### config.mk
export PLATFORM = sky130hd
export DESIGN_NAME = boarding_tally
export DESIGN_NICKNAME = d
export VERILOG_FILES = /design/src/rtl/boarding_tally.sv
export SDC_FILE = /design/constraint.sdc
export NUM_CORES = 1
export LEC_CHECK = 0
export BUFFER_PORTS_ARGS = -buffer_cell sky130_fd_sc_hd__buf_2
export CORE_AREA = 2 2 43 45
export DETAILED_ROUTE_END_ITERATION = 8
export DIE_AREA = 0 0 45 47
export PLACE_DENSITY = 0.89
export SYNTH_ARGS = -nofsm -noshare
export SYNTH_HDL_FRONTEND = slang
export SYNTH_SLANG_ARGS = --single-unit
export TNS_END_PERCENT = 30
### constraint.sdc
create_clock -name clk -period 3.05 [get_ports clk]
set_input_delay 0.61 -clock clk [delete_from_list [all_inputs] [get_ports clk]]
set_output_delay 0.61 -clock clk [all_outputs]
set_load 0.05 [all_outputs]
### src/rtl/boarding_tally.sv
// Passenger/crew boarding tally: two saturating counters sealed into an operand pair.
// Optional TALLY_STICKY_ERR_EN makes err_ovf/err_unf/err_drop sticky instead of pulsed.
module boarding_tally #(
  parameter int CNT_W    = 4,
  parameter int MAX_PASS = 15,
  parameter int MAX_CREW = 15
) (
  input  logic             clk,
  input  logic             rst_n,
  input  logic             pass_inc,
  input  logic             pass_dec,
  input  logic             crew_inc,
  input  logic             crew_dec,
  input  logic             clear,
  input  logic             seal,
  input  logic             reopen,
  input  logic             out_ready,
  output logic             out_valid,
  output logic [CNT_W-1:0] op_a,
  output logic [CNT_W-1:0] op_b,
  output logic             busy,
  output logic             err_ovf,
  output logic             err_unf,
  output logic             err_drop
);

  typedef enum logic [1:0] {
    S_OPEN,
    S_PRESENT,
    S_LOCKED
  } state_t;

  localparam logic [CNT_W-1:0] P_MAX = CNT_W'(MAX_PASS);
  localparam logic [CNT_W-1:0] C_MAX = CNT_W'(MAX_CREW);
  localparam logic [CNT_W-1:0] ZERO  = '0;
  localparam logic [CNT_W-1:0] ONE   = CNT_W'(1);

  state_t           r_state;
  state_t           w_state_nxt;
  logic [CNT_W-1:0] r_pass;
  logic [CNT_W-1:0] r_crew;
  logic [CNT_W-1:0] w_pass_nxt;
  logic [CNT_W-1:0] w_crew_nxt;
  logic             w_open;
  logic             w_clr;
  logic             w_pass_ovf;
  logic             w_pass_unf;
  logic             w_crew_ovf;
  logic             w_crew_unf;
  logic             w_ovf_ev;
  logic             w_unf_ev;
  logic             w_drop_ev;
  logic             w_any_pulse;
  logic             r_err_ovf;
  logic             r_err_unf;
  logic             r_err_drop;

  assign w_open      = (r_state == S_OPEN);
  assign w_clr       = w_open & clear;
  assign w_any_pulse = pass_inc | pass_dec
                     | crew_inc | crew_dec;

  // clear beats inc/dec, and suppresses their error events
  always_comb begin
    w_pass_nxt = r_pass;
    w_pass_ovf = 1'b0;
    w_pass_unf = 1'b0;
    if (w_clr) begin
      w_pass_nxt = ZERO;
    end else if (w_open && (pass_inc ^ pass_dec)) begin
      if (pass_inc) begin
        if (r_pass == P_MAX) w_pass_ovf = 1'b1;
        else                 w_pass_nxt = r_pass + ONE;
      end else begin
        if (r_pass == ZERO)  w_pass_unf = 1'b1;
        else                 w_pass_nxt = r_pass - ONE;
      end
    end
  end

  always_comb begin
    w_crew_nxt = r_crew;
    w_crew_ovf = 1'b0;
    w_crew_unf = 1'b0;
    if (w_clr) begin
      w_crew_nxt = ZERO;
    end else if (w_open && (crew_inc ^ crew_dec)) begin
      if (crew_inc) begin
        if (r_crew == C_MAX) w_crew_ovf = 1'b1;
        else                 w_crew_nxt = r_crew + ONE;
      end else begin
        if (r_crew == ZERO)  w_crew_unf = 1'b1;
        else                 w_crew_nxt = r_crew - ONE;
      end
    end
  end

  assign w_ovf_ev  = w_pass_ovf | w_crew_ovf;
  assign w_unf_ev  = w_pass_unf | w_crew_unf;
  assign w_drop_ev = ~w_open & w_any_pulse;

  always_comb begin
    w_state_nxt = r_state;
    unique case (r_state)
      S_OPEN: begin
        if (seal) w_state_nxt = S_PRESENT;
      end
      S_PRESENT: begin
        if (out_ready) w_state_nxt = S_LOCKED;
      end
      S_LOCKED: begin
        if (reopen) w_state_nxt = S_OPEN;
      end
      default: w_state_nxt = S_OPEN;
    endcase
  end

  always_ff @(posedge clk or negedge rst_n) begin
    if (!rst_n) begin
      r_state <= S_OPEN;
      r_pass  <= ZERO;
      r_crew  <= ZERO;
    end else begin
      r_state <= w_state_nxt;
      r_pass  <= w_pass_nxt;
      r_crew  <= w_crew_nxt;
    end
  end

`ifdef TALLY_STICKY_ERR_EN
  always_ff @(posedge clk or negedge rst_n) begin
    if (!rst_n) begin
      r_err_ovf  <= 1'b0;
      r_err_unf  <= 1'b0;
      r_err_drop <= 1'b0;
    end else if (w_clr) begin
      r_err_ovf  <= 1'b0;
      r_err_unf  <= 1'b0;
      r_err_drop <= 1'b0;
    end else begin
      r_err_ovf  <= r_err_ovf  | w_ovf_ev;
      r_err_unf  <= r_err_unf  | w_unf_ev;
      r_err_drop <= r_err_drop | w_drop_ev;
    end
  end
`else
  always_ff @(posedge clk or negedge rst_n) begin
    if (!rst_n) begin
      r_err_ovf  <= 1'b0;
      r_err_unf  <= 1'b0;
      r_err_drop <= 1'b0;
    end else begin
      r_err_ovf  <= w_ovf_ev;
      r_err_unf  <= w_unf_ev;
      r_err_drop <= w_drop_ev;
    end
  end
`endif

  assign out_valid = (r_state == S_PRESENT);
  assign busy      = ~w_open;
  assign op_a      = r_pass;
  assign op_b      = r_crew;
  assign err_ovf   = r_err_ovf;
  assign err_unf   = r_err_unf;
  assign err_drop  = r_err_drop;

endmodule

==> results of run 1 <==
## synth_stat cells
master and count:
o21ba_2 1, dfrtp_1 13, nor2_4 1, nor2b_1 1, nand2b_1 2, and3_1 2
and2_1 1, or3_1 4, xnor2_1 2, inv_1 9, and4_1 1, fa_1 2
or4_1 1, nand2_1 8, mux2i_1 4, xor2_1 1, nor4_1 1, o211ai_1 2
nor2_1 9, a311oi_1 1, a211oi_4 1, ha_1 5, nor4b_1 1, a21oi_1 11
a22o_1 1, nand3_1 6, buf_2 1, a31oi_1 1
## flip-flops by register name, summed over array words and instances (netlist names)
name / flops
err_drop: 1
err_ovf: 1
err_unf: 1
op_a: 4
op_b: 4
r_state: 2
## final cells by class
type | count | area, um2 | area share (%)
sequential | 13 | 325 | 32.3
clock buffer | 4 | 26.3 | 2.61
inverter | 9 | 33.8 | 3.35
timing repair buffer | 22 | 110 | 10.9
multi-input combinational | 70 | 492 | 48.8
tap | 17 | 21.3 | 2.11
## stage by stage
stage	setup slack, ps	hold slack [ps]	power [mW]	util [%]	instance area [um2]
after floorplan	1190	314	0.729	-	856
after detailed placement	1050	506	0.858	59.5	982
final	1170	186	0.964	61.1	1010
after global routing	1110	207	1.03	61.1	1010
after global placement	1110	507	0.837	59.5	982
after CTS	1160	198	0.968	61.1	1010
## final timing paths
check | from | endpoint | slack (ps) | depth (start not counted)
setup / recovery | r_state[1] | busy | 1170 | 3
min in group clk | r_state[1] | r_state[0] | 560 | 1
setup reg to reg | op_a[0] | op_a[2] | 1430 | 5
hold reg to reg | r_state[1] | r_state[0] | 560 | 1
hold / removal | rst_n | err_unf | 190 | 1
max in group asynchronous | rst_n | op_b[2] | 2630 | 1
## metal layers
metal	share of wire, %	vias up	wire length [um]	GRT usage (%)
met4	2.6	0	46	8.82
met5	0	-	0	0
met3	5.5	6	97	7.69
met1	41	356	719	19.4
li1	-	383	-	-
met2	51	24	898	32.6
## where the power goes
| group | switching [mW] | total, mW | internal [mW] |
|---|---|---|---|
| registers | 0.0735 | 0.300 | 0.227 |
| clock network | 0.0575 | 0.108 | 0.0508 |
| logic | 0.384 | 0.556 | 0.172 |
| total | 0.515 | 0.964 | 0.449 |
## kinds of logic (layout without fill, tap and decap cells)
| group | Yosys count | in the layout | synth area share, % |
|---|---|---|---|
| AND/OR/NAND/NOR | 38 | 38 | 23.2 |
| AO/OA/AOI/OAI | 18 | 18 | 14.5 |
| flip-flops | 13 | 13 | 38.0 |
| buffers and inverters | 10 | 35 | 4.53 |
| adder cells (fa/ha/maj) | 7 | 7 | 12.0 |
| multiplexers | 4 | 4 | 4.68 |
| XOR/XNOR | 3 | 3 | 3.07 |
## worst max-delay path, delay by kind of cell, from the launching register on
family / cells / cell delay, ps
flip-flops: 1 / 440
buffers and inverters: 2 / 360
AND/OR/NAND/NOR: 1 / 200
==> key figures, run 1 <==
Outcome
  – Status: finished clean

Final layout
  – Most common cell after layout, fill and taps aside: buf_2
  – Layout Cells excl Fill: 135
  – Layout cells sized above 1: 23.7%
  – Most frequent cells in the layout: buf_2, dfrtp_1, a21oi_1
  – Area grow syn2layout: 17.8%
  – Antenna cells: 0
  – Nets: 136
  – # fillers: 138

Detailed routing
  – DRT iter0 DRCs: 13
  – Final WL: 1760 um
  – Residual DRC: 0
  – Vias post-DR: 769
  – Routed WL per cell: 13.1 um
  – Drt via density: 5.70
  – DRT Pass-1 Iters: 4
  – Final ANT Viol Nets: 0

Synth
  – Synthesized net count: 110
  – Area leader, netlist: dfrtp_1
  – Top cells by area, synth: dfrtp_1, ha_1, a21oi_1
  – Yosys warns: 0
  – Mean Syn Cell Area: 9.20 um2
  – Yosys top cell area share: 38.0%
  – Seq/Total Area, Yosys: 38.0%
  – Syn Inst Count: 93
  – Synth Cell Area: 856 um2
  – Synth unique cells: 28
  – Flop and latch count out of synthesis: 13

Timing
  – Final hold violation count: 0
  – Slew at the pin closest to its max-slew limit: 429 ps
  – Final setup violation count: 0
  – Final-report max-slew violation count: 0
  – Tmin final: 1880 ps
  – Rel. slew slack: 71.2%
  – RSZ-0062 raised after global routing: false
  – Achievable Freq: 0.531 GHz
  – Period utilisation layout: 61.7%
  – Fin Setup TNS: 0 ps
  – Final Skew: 11.7 ps

Clock network
  – CTS tree: yes
  – Worst skew pair latency: 280 ps
  – Maximum clock insertion buffer count: 2
  – Postcts setup bufs: 0
  – Post-CTS Resized: 0
  – Clk pin slew, worst setup/hold paths: 80 ps
  – Number of buffers created by CTS: 3
  – Hold-fix buffers, CTS: 0
  – H-Tree Depth: 1
  – Clock Root Buffer: clkbuf_4
  – Clk sinks: 13

Worst setup path
  – Crit path max-delay cell type: dfrtp_1
  – Crit-path max FO: 7
  – Arr. time, crit path: 1270 ps
  – Slowest stage delay, CP: 440 ps
  – Worst setup SP type: register
  – Setup Crit Path Kind: reg -> out
  – CP endpoint kind: primary output
  – Crit-path cells: nor2_4, inv_1, buf_2
  – Worst path required time: 2440 ps

Die
  – Ports: 23
  – Initial Util: 51.8%
  – Horiz. Die Dim: 45 um
  – Die area: 2120 um2
  – Height of the die: 47 um
  – Row count: 15
  – Core ar.: 1650 um2

Global route
  – Largest net degree at the start of global routing: 14
  – GRT Total Usage: 18.6%
  – First-pass GRT wire length: 2730 um
  – Vias in the first global route: 658
  – Overflow after GRT: 0
  – Antenna violations before repair: 0

Placed design
  – I/O Buffers: 22
  – Hpwl dp: 1360 um
  – RePlAce Congestion: 0.757
  – Post-Place Cells: 131

Power and ir drop
  – Static Leak: 0.501 nW
  – Max IR drop VDD: 0.000453 V
  – Pwr Density: 956 nW/um2

Worst hold path
  – Worst Hold Class: in -> async

Flow run
  – MaxCap Viol Count: 0
(Power assumes the default switching activity.)
==> run 2, diff against run 1 <==
--- a/config.mk
+++ b/config.mk
@@ -5,11 +5,12 @@
 export SDC_FILE = /design/constraint.sdc
 export NUM_CORES = 1
 export LEC_CHECK = 0
+export ABC_AREA = 1
 export BUFFER_PORTS_ARGS = -buffer_cell sky130_fd_sc_hd__buf_2
-export CORE_AREA = 2 2 43 45
+export CORE_AREA = 2 2 48 50
 export DETAILED_ROUTE_END_ITERATION = 8
-export DIE_AREA = 0 0 45 47
-export PLACE_DENSITY = 0.89
+export DIE_AREA = 0 0 50 52
+export PLACE_DENSITY = 0.82
 export SYNTH_ARGS = -nofsm -noshare
 export SYNTH_HDL_FRONTEND = slang
 export SYNTH_SLANG_ARGS = --single-unit
==> constraint.sdc (replaced) <==
create_clock -name clk -period 1.56 [get_ports clk]
set_input_delay 0.312 -clock clk [delete_from_list [all_inputs] [get_ports clk]]
set_output_delay 0.312 -clock clk [all_outputs]
set_load 0.05 [all_outputs]
==> run 2 against run 1 <==
  * First-iteration DRC count is 92% higher
  * Count of clock-buffer cells in the layout stayed put
  * Largest power group unchanged
  * Largest cell class unchanged
  * Clock skew is 11 ps lower
  * Non-clock buffer count is 6 higher
  * Cell count is 41% higher
  * Die area is 23% higher
  * Clock power is 91% higher
  * Flip-flop and latch count stayed put
  * Wire length is 26% higher
  * Cell area is 14% higher
  * Core utilization is 6.5 points lower
  * Worst setup slack worse by 1100 ps
  * Critical path type unchanged
==> key figures, run 2 <==
Synth
  – Yosys warns: 0
  – Synth top cells by count: nand2_1, nor2_1, inv_1
  – Yosys top cell area share: 34.6%
  – Cell with the most instances after synthesis: nand2_1
  – Flop and latch count out of synthesis: 13
  – Area leader, netlist: dfrtp_1
  – Synth unique cells: 20
  – Synthesized net count: 149
  – Mean Syn Cell Area: 7.12 um2
  – Commonest register cell after synthesis: dfrtp_1
  – Synth Cell Area: 940 um2
  – Top cells by area, synth: dfrtp_1, nand2_1, nor2_1
  – EDFF count, synth: 0
  – Syn Inst Count: 132
  – Post-synth ARST share: 100%
  – Seq/Total Area, Yosys: 34.6%

Final layout
  – # fillers: 227
  – Most common cell after layout, fill and taps aside: nand2_1
  – Fin area: 1150 um2
  – Nets: 181
  – Most frequent cells in the layout: nand2_1, buf_2, nor2_1
  – Layout cells sized above 1: 25.8%
  – Area grow syn2layout: 22.2%
  – Finished Core Util: 54.5%
  – Antenna cells: 0

Power and ir drop
  – Max IR drop VDD: 0.00111 V
  – Pwr Density: 2310 nW/um2
  – Static Leak: 0.660 nW

Placed design
  – Placed Instance Area: 1100 um2
  – RePlAce Congestion: 0.815
  – Hpwl dp: 1760 um
  – I/O Buffers: 22

Timing
  – Tmin final: 1480 ps
  – Rel. slew slack: 79.0%
  – Hold WS: 225 ps
  – Final hold violation count: 0
  – RSZ-0062 raised after global routing: false
  – Final-report max-slew violation count: 0
  – Final setup violation count: 0
  – Achievable Freq: 0.674 GHz
  – Final Skew: 0.251 ps
  – Fin Setup TNS: 0 ps
  – Slew at the pin closest to its max-slew limit: 315 ps
  – Period utilisation layout: 95.1%

Worst setup path
  – Setup Crit Path Kind: reg -> out
  – CP endpoint kind: primary output
  – Arr. time, crit path: 1170 ps
  – Crit-path max FO: 6
  – Worst setup SP type: register
  – Worst path required time: 1250 ps

Global route
  – Vias in the first global route: 812
  – First-pass GRT wire length: 3680 um
  – Grt met1 use: 24.0%
  – Largest net degree at the start of global routing: 14
  – Overflow after GRT: 0
  – Met2 Resource Use GR: 31.1%
  – M3 GR Usage: 2.87%
  – GRT Total Usage: 18.9%
  – GRT busiest layer: met2
  – Antenna violations before repair: 0

Detailed routing
  – Drt via density: 4.88
  – DRT iter0 DRCs: 25
  – Final ANT Viol Nets: 0
  – Residual DRC: 0
  – Final WL: 2210 um
  – Vias post-DR: 932
  – DRT Pass-1 Iters: 4
  – Routed WL per cell: 11.6 um

Clock network
  – H-Tree Depth: 1
  – Maximum clock insertion buffer count: 2
  – Clk sinks: 13
  – Number of buffers created by CTS: 3
  – CTS tree: yes
  – Clk pin slew, worst setup/hold paths: 80 ps
  – Post-CTS Resized: 0
  – Worst skew pair latency: 270 ps
  – Clock Root Buffer: clkbuf_4

Die
  – Height of the die: 52 um
  – Die area: 2600 um2
  – Horiz. Die Dim: 50 um
  – Ports: 23
  – Core ar.: 2110 um2
  – Initial Util: 44.6%
  – Row count: 17

Flow run
  – MaxCap Viol Count: 0

Outcome
  – Status: finished clean

Worst hold path
  – Worst Hold Class: in -> reg
## run 2: cell count changes after synthesis, moves of 4 or more
| cell | delta |
|---|---|
| a21oi_1 | -8 |
| inv_1 | +7 |
| nor2_1 | +8 |
| or3_1 | -4 |
| mux2i_1 | -4 |
| nand2_1 | +40 |
| nand2_2 | +4 |
## run 2: logic make-up (layout without fill, tap and decap cells)
family,count (synthesis),after routing,synth area share (%)
xor+xnor,1,1,0.932
simple gates,85,85,40.5
buf+inv,17,48,7.59
fa+ha+maj,7,7,10.9
flops,13,13,34.6
compound gates,9,9,5.46
## run 2: what timing repair did
item | in CTS | in global routing
setup buffers | 0 | 2
hold endpoints to repair | 13 | 0
setup endpoints to repair | 0 | 1
hold buffers | 1 | 0
## run 2: final timing paths
kind	startpoint	to	slack [ps]	cells past startpoint
min in group asynchronous	rst_n	op_b[1]	460	2
worst max register to register	op_b[2]	op_b[3]	100	6
worst max-delay path	r_state[1]	busy	80	3
worst min register to register	op_b[2]	op_b[2]	560	2
worst min-delay path	reopen	r_state[1]	230	2
max in group asynchronous	rst_n	op_b[2]	850	2
## run 2: metal layers
metal / share of wire [%] / up-vias
met1: 44 / 436
met2: 51 / 20
met4: 1.4 / 0
met3: 3.3 / 4
met5: 0 / -
li1: - / 472
## run 2: area by class of cell
type                       count  area, um2  share of cell area, %
multi-input combinational    102        543                   47.3
sequential                    13        327                   28.4
timing repair buffer          28        158                   13.7
inverter                      16       60.1                   5.23
tap                           28       35.0                   3.05
clock buffer                   4       26.3                   2.29
## run 2: power by group
group	switching [mW]	total, mW	leakage [nW]	internal [mW]
sequential	0.163	0.646	0.164	0.483
clock	0.107	0.206	0.0150	0.0990
combinational	1.25	1.80	0.481	0.544
## run 2: metrics by stage
step,std cells,power [mW],setup WS (ps)
2_1_floorplan,132,2.03,-93.4
3_3_place_gp,184,2.33,63.0
3_5_place_dp,184,2.42,0.990
4_1_cts,189,2.64,66.9
5_1_grt,191,2.90,9.65
6_report,191,2.65,76.4
## run 2: critical path: stages (launching register included)
cell	delay, ps
dfrtp_1	430
nor2_4	210
inv_1	50
buf_2	210
